`src/rtl/ones_pkg.sv`:
```
// ============================================================================
// Module  : ones_pkg
// Brief   : Shared state type and count-width helper for ones_expand.
// Rev     : 1.0  initial release
// ============================================================================
`default_nettype none

package ones_pkg;

  typedef enum logic [1:0] {
    IDLE = 2'd0,
    FILL = 2'd1,
    DONE = 2'd2
  } state_t;

  // Bits needed to hold any count from 0 to w inclusive.
  function automatic int cnt_width(input int w);
    return $clog2(w + 1);
  endfunction

endpackage

`default_nettype wire

```
`src/rtl/ones_expand_fsm.sv`:
```
// ============================================================================
// Module  : ones_expand_fsm
// Brief   : IDLE/FILL/DONE control for ones_expand; active-low datapath strobes.
// Rev     : 1.0  initial release
// ============================================================================
`default_nettype none

module ones_expand_fsm
  import ones_pkg::*;
(
  input  logic clock,
  input  logic reset_L,
  input  logic cnt_ready,
  input  logic range_bad,
  input  logic last,
  output logic load_n,
  output logic shift_n,
  output logic clear_n,
  output logic busy,
  output logic word_ready
);

  state_t state_q;
  logic   busy_q;
  logic   word_ready_q;
  logic   shift_q;
  logic   accept;

  assign accept = (state_q == IDLE) && cnt_ready;

  always_ff @(posedge clock or negedge reset_L) begin
    if (!reset_L) begin
      state_q      <= IDLE;
      busy_q       <= 1'b0;
      word_ready_q <= 1'b0;
      shift_q      <= 1'b0;
    end else begin
      word_ready_q <= 1'b0;
      case (state_q)
        IDLE: begin
          if (cnt_ready) begin
            busy_q <= 1'b1;
            // An out-of-range request skips the fill entirely.
            if (range_bad) begin
              state_q      <= DONE;
              word_ready_q <= 1'b1;
            end else begin
              state_q <= FILL;
              shift_q <= 1'b1;
            end
          end
        end
        FILL: begin
          if (last) begin
            state_q      <= DONE;
            shift_q      <= 1'b0;
            word_ready_q <= 1'b1;
          end
        end
        DONE: begin
          state_q <= IDLE;
          busy_q  <= 1'b0;
        end
        default: begin
          state_q <= IDLE;
          busy_q  <= 1'b0;
          shift_q <= 1'b0;
        end
      endcase
    end
  end

  assign load_n     = ~(accept && !range_bad);
  assign clear_n    = ~accept;
  assign shift_n    = ~shift_q;
  assign busy       = busy_q;
  assign word_ready = word_ready_q;

endmodule

`default_nettype wire

```
`src/rtl/ones_expand.sv`:
```
// ============================================================================
// Module  : ones_expand
// Brief   : Serially builds a w-bit word with k ones at the LSB end, (1<<k)-1.
//           Macro ONES_EXPAND_SAT_EN clamps k > w to w instead of flagging err.
// Rev     : 1.0  initial release
// ============================================================================
`default_nettype none

module ones_expand
  import ones_pkg::*;
#(
  parameter  int w  = 30,
  localparam int CW = cnt_width(w)
) (
  input  logic          clock,
  input  logic          reset_L,
  input  logic          cnt_ready,
  input  logic [CW-1:0] cnt_in,
  output logic          busy,
  output logic          word_ready,
  output logic [w-1:0]  word_out,
  output logic          err
);

  logic [w-1:0]  sr_q,  sr_d;
  logic [CW-1:0] rem_q, rem_d;
  logic [CW-1:0] idx_q, idx_d;
  logic          err_q, err_d;

  logic          over;
  logic          range_bad;
  logic [CW-1:0] load_cnt;
  logic          last;
  logic          load_n;
  logic          shift_n;
  logic          clear_n;

  assign over = cnt_in > CW'(w);
  assign last = idx_q == CW'(w - 1);

`ifdef ONES_EXPAND_SAT_EN
  assign range_bad = 1'b0;
  assign load_cnt  = over ? CW'(w) : cnt_in;
`else
  assign range_bad = over;
  assign load_cnt  = cnt_in;
`endif

  ones_expand_fsm u_fsm (
    .clock      (clock),
    .reset_L    (reset_L),
    .cnt_ready  (cnt_ready),
    .range_bad  (range_bad),
    .last       (last),
    .load_n     (load_n),
    .shift_n    (shift_n),
    .clear_n    (clear_n),
    .busy       (busy),
    .word_ready (word_ready)
  );

  always_comb begin
    sr_d  = sr_q;
    rem_d = rem_q;
    idx_d = idx_q;
    err_d = err_q;
    if (!clear_n) begin
      sr_d  = '0;
      idx_d = '0;
      err_d = range_bad;
    end
    if (!load_n) begin
      rem_d = load_cnt;
    end else if (!shift_n) begin
      // Ones enter at the MSB first, so after w shifts they sit at the bottom.
      sr_d  = {rem_q != '0, sr_q[w-1:1]};
      idx_d = idx_q + CW'(1);
      if (rem_q != '0) rem_d = rem_q - CW'(1);
    end
  end

  always_ff @(posedge clock or negedge reset_L) begin
    if (!reset_L) begin
      sr_q  <= '0;
      rem_q <= '0;
      idx_q <= '0;
      err_q <= 1'b0;
    end else begin
      sr_q  <= sr_d;
      rem_q <= rem_d;
      idx_q <= idx_d;
      err_q <= err_d;
    end
  end

  assign word_out = sr_q;
  assign err      = err_q & word_ready;

endmodule

`default_nettype wire

```
`config.mk`:
```
export PLATFORM = sky130hd
export DESIGN_NAME = ones_expand
export DESIGN_NICKNAME = d
export VERILOG_FILES = /design/src/rtl/ones_pkg.sv /design/src/rtl/ones_expand_fsm.sv /design/src/rtl/ones_expand.sv
export SDC_FILE = /design/constraint.sdc
export NUM_CORES = 1
export LEC_CHECK = 0
export CORE_MARGIN = 2
export CORE_UTILIZATION = 30
export CTS_CLUSTER_DIAMETER = 50
export CTS_CLUSTER_SIZE = 8
export DETAILED_ROUTE_END_ITERATION = 10
export SKIP_CTS_REPAIR_TIMING = 1
export SLEW_MARGIN = 10
export SYNTH_ARGS = -nofsm -noshare
export SYNTH_HDL_FRONTEND = slang
export SYNTH_HIERARCHICAL = 1
export SYNTH_SLANG_ARGS = --single-unit
```
`constraint.sdc`:
```
create_clock -name clock -period 2.8 [get_ports clock]
set_input_delay 0.56 -clock clock [delete_from_list [all_inputs] [get_ports clock]]
set_output_delay 0.56 -clock clock [all_outputs]
set_load 0.005 [all_outputs]
```
==> run_results.csv <==
group,metric,value,unit
run_status,outcome,"finished, final reports clean",
worst_setup_path,critPathArrivalTime,2.50,ns
pwr,power,0.00276,W
worst_setup_path,worstSetupEndpointType,"flop",
worst_setup_path,critPathKind,"in2reg",
grt,grt_max_degree,47,
synth,syn_inst,219,
clock_network,clock_latency,0.29,ns
synth,yosys.area_share.simple,30.6,%
worst_setup_path,start_kind,"input pin",
synth,syn_area,2000,um2
grt,grt_pass1_wl,7.25,mm
timing,setup_viol,0,
timing,skew,0.00502,ns
synth,synth.area.top_cells,"dfrtp_1, nand2_1, nand3_1, ha_1, a31oi_1",
die,core-area,6390,um2
worst_setup_path,path_max_fanout,40,
route,ant_nets,0,
synth,synthXorXnorAreaFrac,0,%
synth,avgSynthCellArea,9.13,um2
timing,period_needed,2.27,ns
route,via_per_inst,4.71,
grt,antenna_found_initial,0,
die,num_rows,29,
clock_network,cts_root_buf,"clkbuf_8",
clock_network,cts_max_level,2,
timing,worst_slew_pin_slew,0.672,ns
synth,syn_nets,230,
route,dr_total_vias,1586,
final_layout,drive_above_1_share,7.31,%
route,drc,0,
final_layout,syn_to_final_growth,29.8,%
die,dieArea,7330,um2
pwr,ir_drop,0.376,mV
timing,fmax,0.440,GHz
grt,groute.usage.overall,12.3,%
final_layout,fin_nets,270,
final_layout,fin_util,40.6,%
run,cap_violations,0,
synth,ys_seq_area_share,57.6,%
pwr,powerDensity,1070,nW/um2
timing,finalHoldViolCount,0,
synth,synth_top_area_share,57.6,%
clock_network,clk_path_buf_depth,2,
timing,finalSetupTns,0,ns
grt,first_global_vias,1547,
worst_setup_path,cp-startpoint,"cnt_in[2]",
synth,synth_area_leader_cell,"dfrtp_1",
synth,ys_seq_elements,46,
timing,slew_headroom,55.2,%
clock_network,clock_sinks,46,
worst_setup_path,r2r_end,"idx_q[3]",
synth,synth-adder-area-share,1.88,%
die,ios,41,
synth,synth_cell_types,31,
route,dr.pass1.iters,6,
final_layout,fin_area,2590,um2
timing,timing.final.crit_share,81.2,%
die,start_util,31.3,%
worst_setup_path,r2r_cells,6,
clock_network,numCtsBuffers,5,
worst_setup_path,endpoint,"idx_q[3]",
synth,synth.area.mux_share,0.501,%
die,dieHeight,85.6,um
timing,drv_slew,0,
die,die_w,85.6,um
placed_design,numPortBuffers,40,
worst_hold_path,hold_path_class,"in2async",
clock_network,clk_pin_slew_worst_paths,0.09,ns
route,routed_wl,4.19,mm
worst_setup_path,crit_buf_inv,2,
route,wire_per_inst,12.4,um
placed_design,placed_cell_area,2500,um2
synth,synth_top_family_by_area,"simple AND/OR/NAND/NOR gates",
final_layout,num_antenna_cells,0,
grt,grt_overflow_total,0,
worst_setup_path,cp_slowest_cell,"clkdlybuf4s50_1",
pwr,power_leakage,1.23,nW
route,detail_route.iter0.violations,63,
placed_design,place_ws,0.218,ns
synth,synth_compound_area_share,5.76,%
worst_setup_path,rrSetupSlack,0.96,ns
worst_setup_path,path_depth,9,
placed_design,gp_congestion,0.717,
worst_setup_path,regToRegStartpoint,"u_fsm/state_q[0]",
worst_setup_path,crit_chain,"clkdlybuf4s50_1 > nand3_1 > nor2_1 > or3b_4 > or2_1 > nand2b_1 > buf_12 > nand2_1 > a31oi_1",
worst_setup_path,slowest_delay,0.42,ns
worst_setup_path,cp_top_family,"simple AND/OR/NAND/NOR gates",
synth,yosys_warnings,6,
clock_network,cts_tree,"built",
worst_setup_path,crit_required,3.02,ns
placed_design,hpwl,2.69,mm
timing,rsz0062_at_grt,"false",
timing,fin_ws,0.525,ns
## per-layer routing
metal | global-route usage, % | vias up | part of all wire [%]
li1 | - | 813 | -
met1 | 17.4 | 745 | 52
met2 | 18.7 | 23 | 44
met3 | 2.98 | 5 | 3.2
met4 | 3.90 | 0 | 1.1
met5 | 0 | - | 0
## through the flow
step,hold WS (ns),cells
final,0.339,337
after global routing,0.383,337
after CTS,0.367,337
after detailed placement,0.479,329
after global placement,0.483,329
after floorplan,0.264,219
## report_power, final
group          switching [W]  internal, W  total, W  leakage (nW)
sequential          0.000237     0.000952   0.00119         0.564
clock               0.000222     0.000199  0.000421        0.0472
combinational       0.000526     0.000628   0.00115         0.619
## cell type report
class / count / area, um2
clock buffer: 6 / 82.6
clock inverter: 2 / 12.5
tap: 77 / 96.3
multi-input combinational: 154 / 777
timing repair buffer: 46 / 453
sequential: 46 / 1150
inverter: 6 / 22.5
fill: 639 / 3790
## how the worst min path moves through the flow
| stage | from | end | slack (ns) |
|---|---|---|---|
| after CTS | reset_L | rem_q[2] | 0.37 |
| after detailed placement | err_q | err_q | 0.48 |
| final | reset_L | rem_q[2] | 0.34 |
| after floorplan | reset_L | err_q | 0.26 |
| after global placement | word_out[12] | word_out[11] | 0.48 |
| after global routing | reset_L | word_out[21] | 0.38 |
## cells in the final DEF (no fill, tap or decap)
| cell type | instances |
|---|---|
| or2_1 | 1 |
| ha_1 | 3 |
| and2_1 | 1 |
| and4_1 | 1 |
| buf_2 | 1 |
| inv_1 | 6 |
| a41oi_1 | 1 |
| dfrtp_1 | 46 |
| nor2_1 | 4 |
| buf_4 | 5 |
| clkinvlp_4 | 1 |
| nor3b_1 | 1 |
| nand3_1 | 40 |
| a31oi_1 | 5 |
| clkdlybuf4s50_1 | 39 |
| o21ai_0 | 5 |
| nand3b_1 | 1 |
| or3_1 | 5 |
| nand2b_1 | 3 |
| o311ai_0 | 1 |
| nor2b_1 | 1 |
| or3b_4 | 1 |
| or4_1 | 1 |
| clkinv_2 | 1 |
| o31ai_1 | 1 |
| or2b_1 | 1 |
| clkbuf_8 | 6 |
| nor4b_1 | 1 |
| buf_12 | 1 |
| or2_2 | 1 |
| nor2b_2 | 1 |
| or3b_2 | 1 |
| o221ai_1 | 1 |
| mux2i_1 | 1 |
| nand2_1 | 66 |
| a21oi_1 | 5 |
## worst register-to-register path, stage by stage, from the launching register on
cell and delay (ns):
dfrtp_1 0.43, or3b_4 0.42, or2_1 0.30, nand2b_1 0.15, buf_12 0.21, nand2_1 0.08, a31oi_1 0.19
## cells in the mapped netlist
| cell type | number |
|---|---|
| nand2_1 | 66 |
| dfrtp_1 | 46 |
| nand3_1 | 40 |
| clkbuf_1 | 8 |
| inv_1 | 6 |
| a21oi_1 | 5 |
| a31oi_1 | 5 |
| o21ai_0 | 5 |
| or3_1 | 5 |
| nor2_1 | 4 |
| buf_1 | 3 |
| ha_1 | 3 |
| nand2b_1 | 3 |
| buf_2 | 2 |
| nor2b_1 | 2 |
| a41oi_1 | 1 |
| and2_1 | 1 |
| and4_1 | 1 |
| mux2i_1 | 1 |
| nand3b_1 | 1 |
| nor3b_1 | 1 |
| nor4b_1 | 1 |
| o221ai_1 | 1 |
| o311ai_0 | 1 |
| o31ai_1 | 1 |
| or2_1 | 1 |
| or2_2 | 1 |
| or2b_1 | 1 |
| or3b_2 | 1 |
| or3b_4 | 1 |
| or4_1 | 1 |
## flip-flops by register name, indices dropped and copies added (netlist names)
signal            flops
idx_q                 5
err_q                 1
u_fsm/word_ready      1
u_fsm/state_q         2
u_fsm/busy            1
rem_q                 5
u_fsm/shift_q         1
word_out             30
## cell families (layout without fill, tap and decap cells)
| family | after synthesis | in the layout |
|---|---|---|
| mux | 1 | 1 |
| flops | 46 | 46 |
| buf+inv | 19 | 60 |
| simple gates | 131 | 131 |
| fa+ha+maj | 3 | 3 |
| compound gates | 19 | 19 |
(Power assumes the default switching activity.)
